--- src/rtl/inst_sram_responder_pkg.sv ---
// rtl/inst_sram_responder_pkg.sv - shared bus widths and response FSM encoding
package inst_sram_responder_pkg;

    localparam int ADDR_W      = 32;
    localparam int DATA_W      = 32;
    localparam int WORD_ADDR_W = ADDR_W - 2;
    localparam int LAT_W       = 4;

    typedef enum logic [1:0] {
        ST_IDLE = 2'd0,
        ST_WAIT = 2'd1,
        ST_RD   = 2'd2,
        ST_RESP = 2'd3
    } resp_state_t;

endpackage

--- src/rtl/inst_req_fifo.sv ---
// rtl/inst_req_fifo.sv - in-order queue of accepted fetch word addresses
module inst_req_fifo
    import inst_sram_responder_pkg::*;
#(
    parameter int DEPTH = 2,
    parameter int W     = WORD_ADDR_W
) (
    input  logic                   clk,
    input  logic                   rst_n,
    input  logic                   push,
    input  logic [W-1:0]           push_data,
    input  logic                   pop,
    output logic                   full,
    output logic                   empty,
    output logic [W-1:0]           head,
    output logic [$clog2(DEPTH):0] count
);
    localparam int PTR_W = $clog2(DEPTH);
    localparam int CNT_W = PTR_W + 1;

    logic [W-1:0]     mem [DEPTH];
    logic [PTR_W-1:0] wr_ptr;
    logic [PTR_W-1:0] rd_ptr;
    logic             do_push;
    logic             do_pop;

    assign full    = (count == CNT_W'(DEPTH));
    assign empty   = (count == '0);
    assign do_push = push & ~full;
    assign do_pop  = pop & ~empty;
    assign head    = mem[rd_ptr];

    // Entry storage carries no reset; validity is tracked by count alone.
    always_ff @(posedge clk) begin
        if (do_push) begin
            mem[wr_ptr] <= push_data;
        end
    end

    always_ff @(posedge clk) begin
        if (!rst_n) begin
            wr_ptr <= '0;
            rd_ptr <= '0;
            count  <= '0;
        end else begin
            if (do_push) begin
                wr_ptr <= wr_ptr + 1'b1;
            end
            if (do_pop) begin
                rd_ptr <= rd_ptr + 1'b1;
            end
            case ({do_push, do_pop})
                2'b10:   count <= count + 1'b1;
                2'b01:   count <= count - 1'b1;
                default: count <= count;
            endcase
        end
    end

endmodule

--- src/rtl/inst_sram_responder.sv ---
// rtl/inst_sram_responder.sv - instruction SRAM responder with request queue and read-latency FSM
module inst_sram_responder
    import inst_sram_responder_pkg::*;
#(
    parameter int LAT   = 0,
    parameter int DEPTH = 2
) (
    input  logic                   clk,
    input  logic                   rst_n,
    input  logic                   inst_sram_req_i,
    input  logic [ADDR_W-1:0]      inst_sram_raddr_i,
    input  logic                   delay_en_i,
    output logic                   inst_sram_addr_ok_o,
    output logic                   inst_sram_data_ok_o,
    output logic [DATA_W-1:0]      inst_sram_rdata_o,
    output logic                   mem_en_o,
    output logic [WORD_ADDR_W-1:0] mem_addr_o,
    input  logic [DATA_W-1:0]      mem_rdata_i
);
    localparam int                CNT_W    = $clog2(DEPTH) + 1;
    localparam int                LAT_M1_I = (LAT > 0) ? LAT - 1 : 0;
    localparam logic [LAT_W-1:0]  LAT_M1   = LAT_W'(LAT_M1_I);

    resp_state_t            state;
    logic [LAT_W-1:0]       cnt;
    logic                   mem_en_q;
    logic                   data_ok_q;
    logic                   push;
    logic                   pop;
    logic                   full;
    logic                   empty;
    logic                   more_work;
    logic [WORD_ADDR_W-1:0] head;
    logic [CNT_W-1:0]       count;
    logic                   unused_byte_offset;

    assign unused_byte_offset  = ^inst_sram_raddr_i[1:0];
    assign inst_sram_addr_ok_o = rst_n & ~full & ~delay_en_i;
    assign push                = inst_sram_req_i & inst_sram_addr_ok_o;
    assign pop                 = data_ok_q;

    // A same-cycle push is queued work too, so an idle responder or a RESP pop starts the next read without a bubble.
    always_comb begin
        more_work = push;
        if (state == ST_RESP) begin
            more_work = push | (count > CNT_W'(1));
        end else begin
            more_work = push | ~empty;
        end
    end

    always_ff @(posedge clk) begin
        if (!rst_n) begin
            state     <= ST_IDLE;
            cnt       <= '0;
            mem_en_q  <= 1'b0;
            data_ok_q <= 1'b0;
        end else begin
            mem_en_q  <= 1'b0;
            data_ok_q <= 1'b0;
            case (state)
                ST_IDLE, ST_RESP: begin
                    if (more_work) begin
                        if (LAT > 0) begin
                            state <= ST_WAIT;
                            cnt   <= LAT_M1;
                        end else begin
                            state    <= ST_RD;
                            mem_en_q <= 1'b1;
                        end
                    end else begin
                        state <= ST_IDLE;
                    end
                end
                ST_WAIT: begin
                    if (cnt == '0) begin
                        state    <= ST_RD;
                        mem_en_q <= 1'b1;
                    end else begin
                        cnt <= cnt - 1'b1;
                    end
                end
                ST_RD: begin
                    state     <= ST_RESP;
                    data_ok_q <= 1'b1;
                end
                default: begin
                    state <= ST_IDLE;
                end
            endcase
        end
    end

    inst_req_fifo #(
        .DEPTH (DEPTH),
        .W     (WORD_ADDR_W)
    ) u_req_fifo (
        .clk       (clk),
        .rst_n     (rst_n),
        .push      (push),
        .push_data (inst_sram_raddr_i[ADDR_W-1:2]),
        .pop       (pop),
        .full      (full),
        .empty     (empty),
        .head      (head),
        .count     (count)
    );

    assign mem_en_o            = mem_en_q;
    assign mem_addr_o          = mem_en_q ? head : '0;
    assign inst_sram_data_ok_o = data_ok_q;
    assign inst_sram_rdata_o   = data_ok_q ? mem_rdata_i : '0;

endmodule

--- config.mk ---
export PLATFORM = sky130hd
export DESIGN_NAME = inst_sram_responder
export DESIGN_NICKNAME = d
export VERILOG_FILES = /design/src/rtl/inst_sram_responder_pkg.sv /design/src/rtl/inst_req_fifo.sv /design/src/rtl/inst_sram_responder.sv
export SDC_FILE = /design/constraint.sdc
export NUM_CORES = 1
export LEC_CHECK = 0
export BUFFER_PORTS_ARGS = -buffer_cell sky130_fd_sc_hd__buf_2
export CAP_MARGIN = 20
export CORE_ASPECT_RATIO = 0.7
export CORE_MARGIN = 2
export CORE_UTILIZATION = 34
export CTS_CLUSTER_SIZE = 8
export DETAILED_ROUTE_END_ITERATION = 10
export PLACE_DENSITY = 0.68
export SYNTH_ARGS = -nofsm -noshare
export SYNTH_HDL_FRONTEND = slang
export SYNTH_SLANG_ARGS = --single-unit
--- constraint.sdc ---
create_clock -name clk -period 8.35 [get_ports clk]
set_input_delay 1.2525 -clock clk [delete_from_list [all_inputs] [get_ports clk]]
set_output_delay 1.2525 -clock clk [all_outputs]
set_load 0.02 [all_outputs]
==> flow_summary.json <==
{
  "clock_latency_ns": 0.32,
  "rsz0062_at_grt": "false",
  "cp_cell_sequence": "mux2i_1, nor2b_1, buf_2",
  "peakVddDrop_uv": 129,
  "ys_ff_latch": 73,
  "grt-ovfl-total": 0,
  "antenna_found_initial": 0,
  "max_freq_mhz": 322,
  "postCtsHoldBufs": 0,
  "dp_hpwl_microns": 4410,
  "power.density_mw_per_mm2": 208,
  "cts.repair.resized": 0,
  "root_buffer": "clkbuf_16",
  "period_needed_ns": 3.10,
  "drc_errors": 0,
  "r2r_start": "u_req_fifo.count[0]",
  "grt_pass1_wl_microns": 10200,
  "required_ns": 7.10,
  "nets": 443,
  "power_w": 0.000877,
  "vias": 2124,
  "io_buffers": 130,
  "slew_headroom_pct": 34.4,
  "arrival_ns": 1.85,
  "synth_edf_count": 60,
  "synth.distinct_cells": 27,
  "top_usage_layer": "met2",
  "postCtsSetupRepairBufs": 0,
  "netlist_area_sq_mm": 0.00320,
  "slowest_stage": "dfxtp_2",
  "syn_to_final_growth_pct": 32.1,
  "syn_inst": 236,
  "n_fill_cell": 861,
  "cp-end-kind": "primary output",
  "worstPathMaxFanout": 30,
  "path_class": "flip-flop to primary output",
  "gr-usage-met2_pct": 22.0,
  "grt_pass1_vias": 2187,
  "hold_path_depth": 2,
  "die_w_microns": 120,
  "startpoint_type": "flip-flop",
  "drt_pass1_iterations": 5,
  "drive_gt1_share_pct": 40.3,
  "tightest_slew_ns": 0.984,
  "syn_nets": 312,
  "io_pins": 133,
  "status": "complete, no violations",
  "cap_violations": 0,
  "yosysSeqAreaShare_pct": 64.5,
  "use_met3_pct": 4.37,
  "hold_end": "cnt[0]",
  "via_per_inst": 4.30,
  "dieArea_sq_mm": 0.0102,
  "hold_violations": 0,
  "syn-mean-instance-area_sq_um": 13.6,
  "gp_routability_congestion": 0.750,
  "cts_tree": "built",
  "reg2reg_setup_slack_ns": 6.17,
  "antenna_left": 0,
  "finalSetupTns_ns": 0,
  "period_share_pct": 37.1,
  "regArea_sq_mm": 0.00206,
  "grtUsageMet1_pct": 15.5,
  "htree_levels": 3,
  "grt.total_usage_pct": 13.0,
  "cts_max_path_buffers": 2,
  "numCtsBuffers": 9,
  "clock_sinks": 73,
  "fp.dieH_microns": 85.2,
  "skew_ns": 0.00528,
  "row_count": 29,
  "synth_warnings": 0,
  "hold_path.class": "flip-flop to flip-flop",
  "start_util_pct": 35.1,
  "totalWireLength_microns": 6320,
  "n_antenna_cell": 0,
  "r2r-end": "u_req_fifo.mem[0][28]",
  "crit_buf_inv": 1,
  "synth-main-ff-cell": "edfxtp_1",
  "grt_max_degree": 35,
  "worst_r2r_path_depth": 5,
  "multiInputGateArea_sq_mm": 0.00106,
  "slew_violations": 0,
  "critical_path.top_delay_family": "flip-flops",
  "core_sq_mm": 0.00911,
  "synth-async-reset-ratio_pct": 0,
  "avgRoutedWirePerCell_microns": 12.8,
  "leakagePower_nw": 1.76,
  "drt_iter0_drc": 94,
  "holdCritStartpoint": "cnt[0]",
  "clkTransAtPathRegs_ns": 0.05,
  "max_stage_delay_ns": 0.97,
  "setup_viol": 0
}
-- cells by family after synthesis --
| kind of cell | synth area share [%] |
|---|---|
| AND/OR/NAND/NOR | 16.4 |
| flip-flops | 64.5 |
| multiplexers | 9.39 |
| buffers and inverters | 2.58 |
| AO/OA/AOI/OAI | 2.70 |
| adder cells (fa/ha/maj) | 3.13 |
| XOR/XNOR | 1.37 |
-- per-stage QoR --
| stage | util (%) | worst slack [ns] | cell area, sq um | cells | hold slack (ns) |
|---|---|---|---|---|---|
| after global routing | 46.4 | 5.08 | 4230 | 494 | 0.549 |
| after CTS | 46.4 | 5.21 | 4230 | 494 | 0.512 |
| after floorplan | - | 5.02 | 3200 | 236 | 0.458 |
| after global placement | 43.7 | 5.33 | 3980 | 480 | 0.489 |
| after detailed placement | 43.7 | 5.31 | 3980 | 480 | 0.502 |
| final | 46.4 | 5.25 | 4230 | 494 | 0.514 |
-- layout by cell type (no fill, tap or decap) --
master      instances
and4bb_2            1
xnor2_1             2
nand3_1             3
dfxtp_2             1
or3b_4              1
and2_1             34
o21ai_0             3
nor3b_1             2
dfxtp_1            12
nor2_1              7
xor2_1              3
ha_1                8
a311oi_1            3
nor2b_1            32
nor2_4              1
or3_1               1
nand2_1             2
buf_2             130
a211oi_1            1
or2b_2              1
clkinv_1            1
clkinv_2            3
clkbuf_1            1
mux2i_1            30
nor3_1              1
clkinvlp_4          1
edfxtp_1           60
a21oi_1             3
buf_4               1
o31ai_1             1
inv_1               9
clkbuf_16           9
o211ai_1            2
-- cell type report --
cell class,instances,share of cell area (%)
well taps,124,3.67
clock inverters,4,0.533
multi-input cells,142,25.1
inverters,10,0.888
repair buffers,131,15.6
flip-flops and latches,73,48.8
clock buffers,10,5.42
-- tightest hold or removal path, delay by kind of cell, from the launching register on --
kind | cells | cell delay (ns)
compound gates | 2 | 0.16
flops | 1 | 0.31
-- Yosys cell counts (2+ instances only) --
master	n	area [sq um]
a311oi_1	3	26.3
a21oi_1	3	15.0
edfxtp_1	60	1800
nor2_1	8	30.0
inv_1	9	33.8
o21ai_0	3	15.0
clkbuf_1	8	30.0
o211ai_1	2	15.0
nand3_1	3	15.0
nor3b_1	2	15.0
nor2b_1	32	200
ha_1	8	100
nand2_1	2	7.51
xnor2_1	2	17.5
and2_1	34	213
buf_2	3	15.0
xor2_1	3	26.3
mux2i_1	30	300
dfxtp_1	13	260
-- how the worst max path moves through the flow --
stage | endpoint | slack, ns | depth (start not counted)
2_1_floorplan | u_req_fifo.mem[0][0] | 5.02 | 3
3_3_place_gp | inst_sram_addr_ok_o | 5.33 | 3
3_5_place_dp | inst_sram_addr_ok_o | 5.31 | 3
4_1_cts | mem_addr_o[25] | 5.21 | 3
5_1_grt | mem_addr_o[25] | 5.08 | 3
6_report | mem_addr_o[25] | 5.25 | 3
-- registers in the layout (all words and copies together) (netlist names), named ones only --
name                 flops
cnt                      4
mem_en_o                 1
u_req_fifo.count         2
u_req_fifo.mem          60
state                    2
inst_sram_data_ok_o      1
u_req_fifo.wr_ptr        1
u_req_fifo.rd_ptr        1
-- power breakdown --
part	total, W	leakage, nW	switching, W	internal [W]
combinational	0.000129	0.984	0.0000721	0.0000572
sequential	0.000426	0.651	0.0000190	0.000407
clock	0.000322	0.124	0.000127	0.000196
-- layer usage --
metal	vias to the layer above	share of wire [%]
li1	1083	-
met1	975	45
met2	56	48
met3	10	4.9
met4	0	1.1
met5	-	0
(Power assumes the default switching activity.)
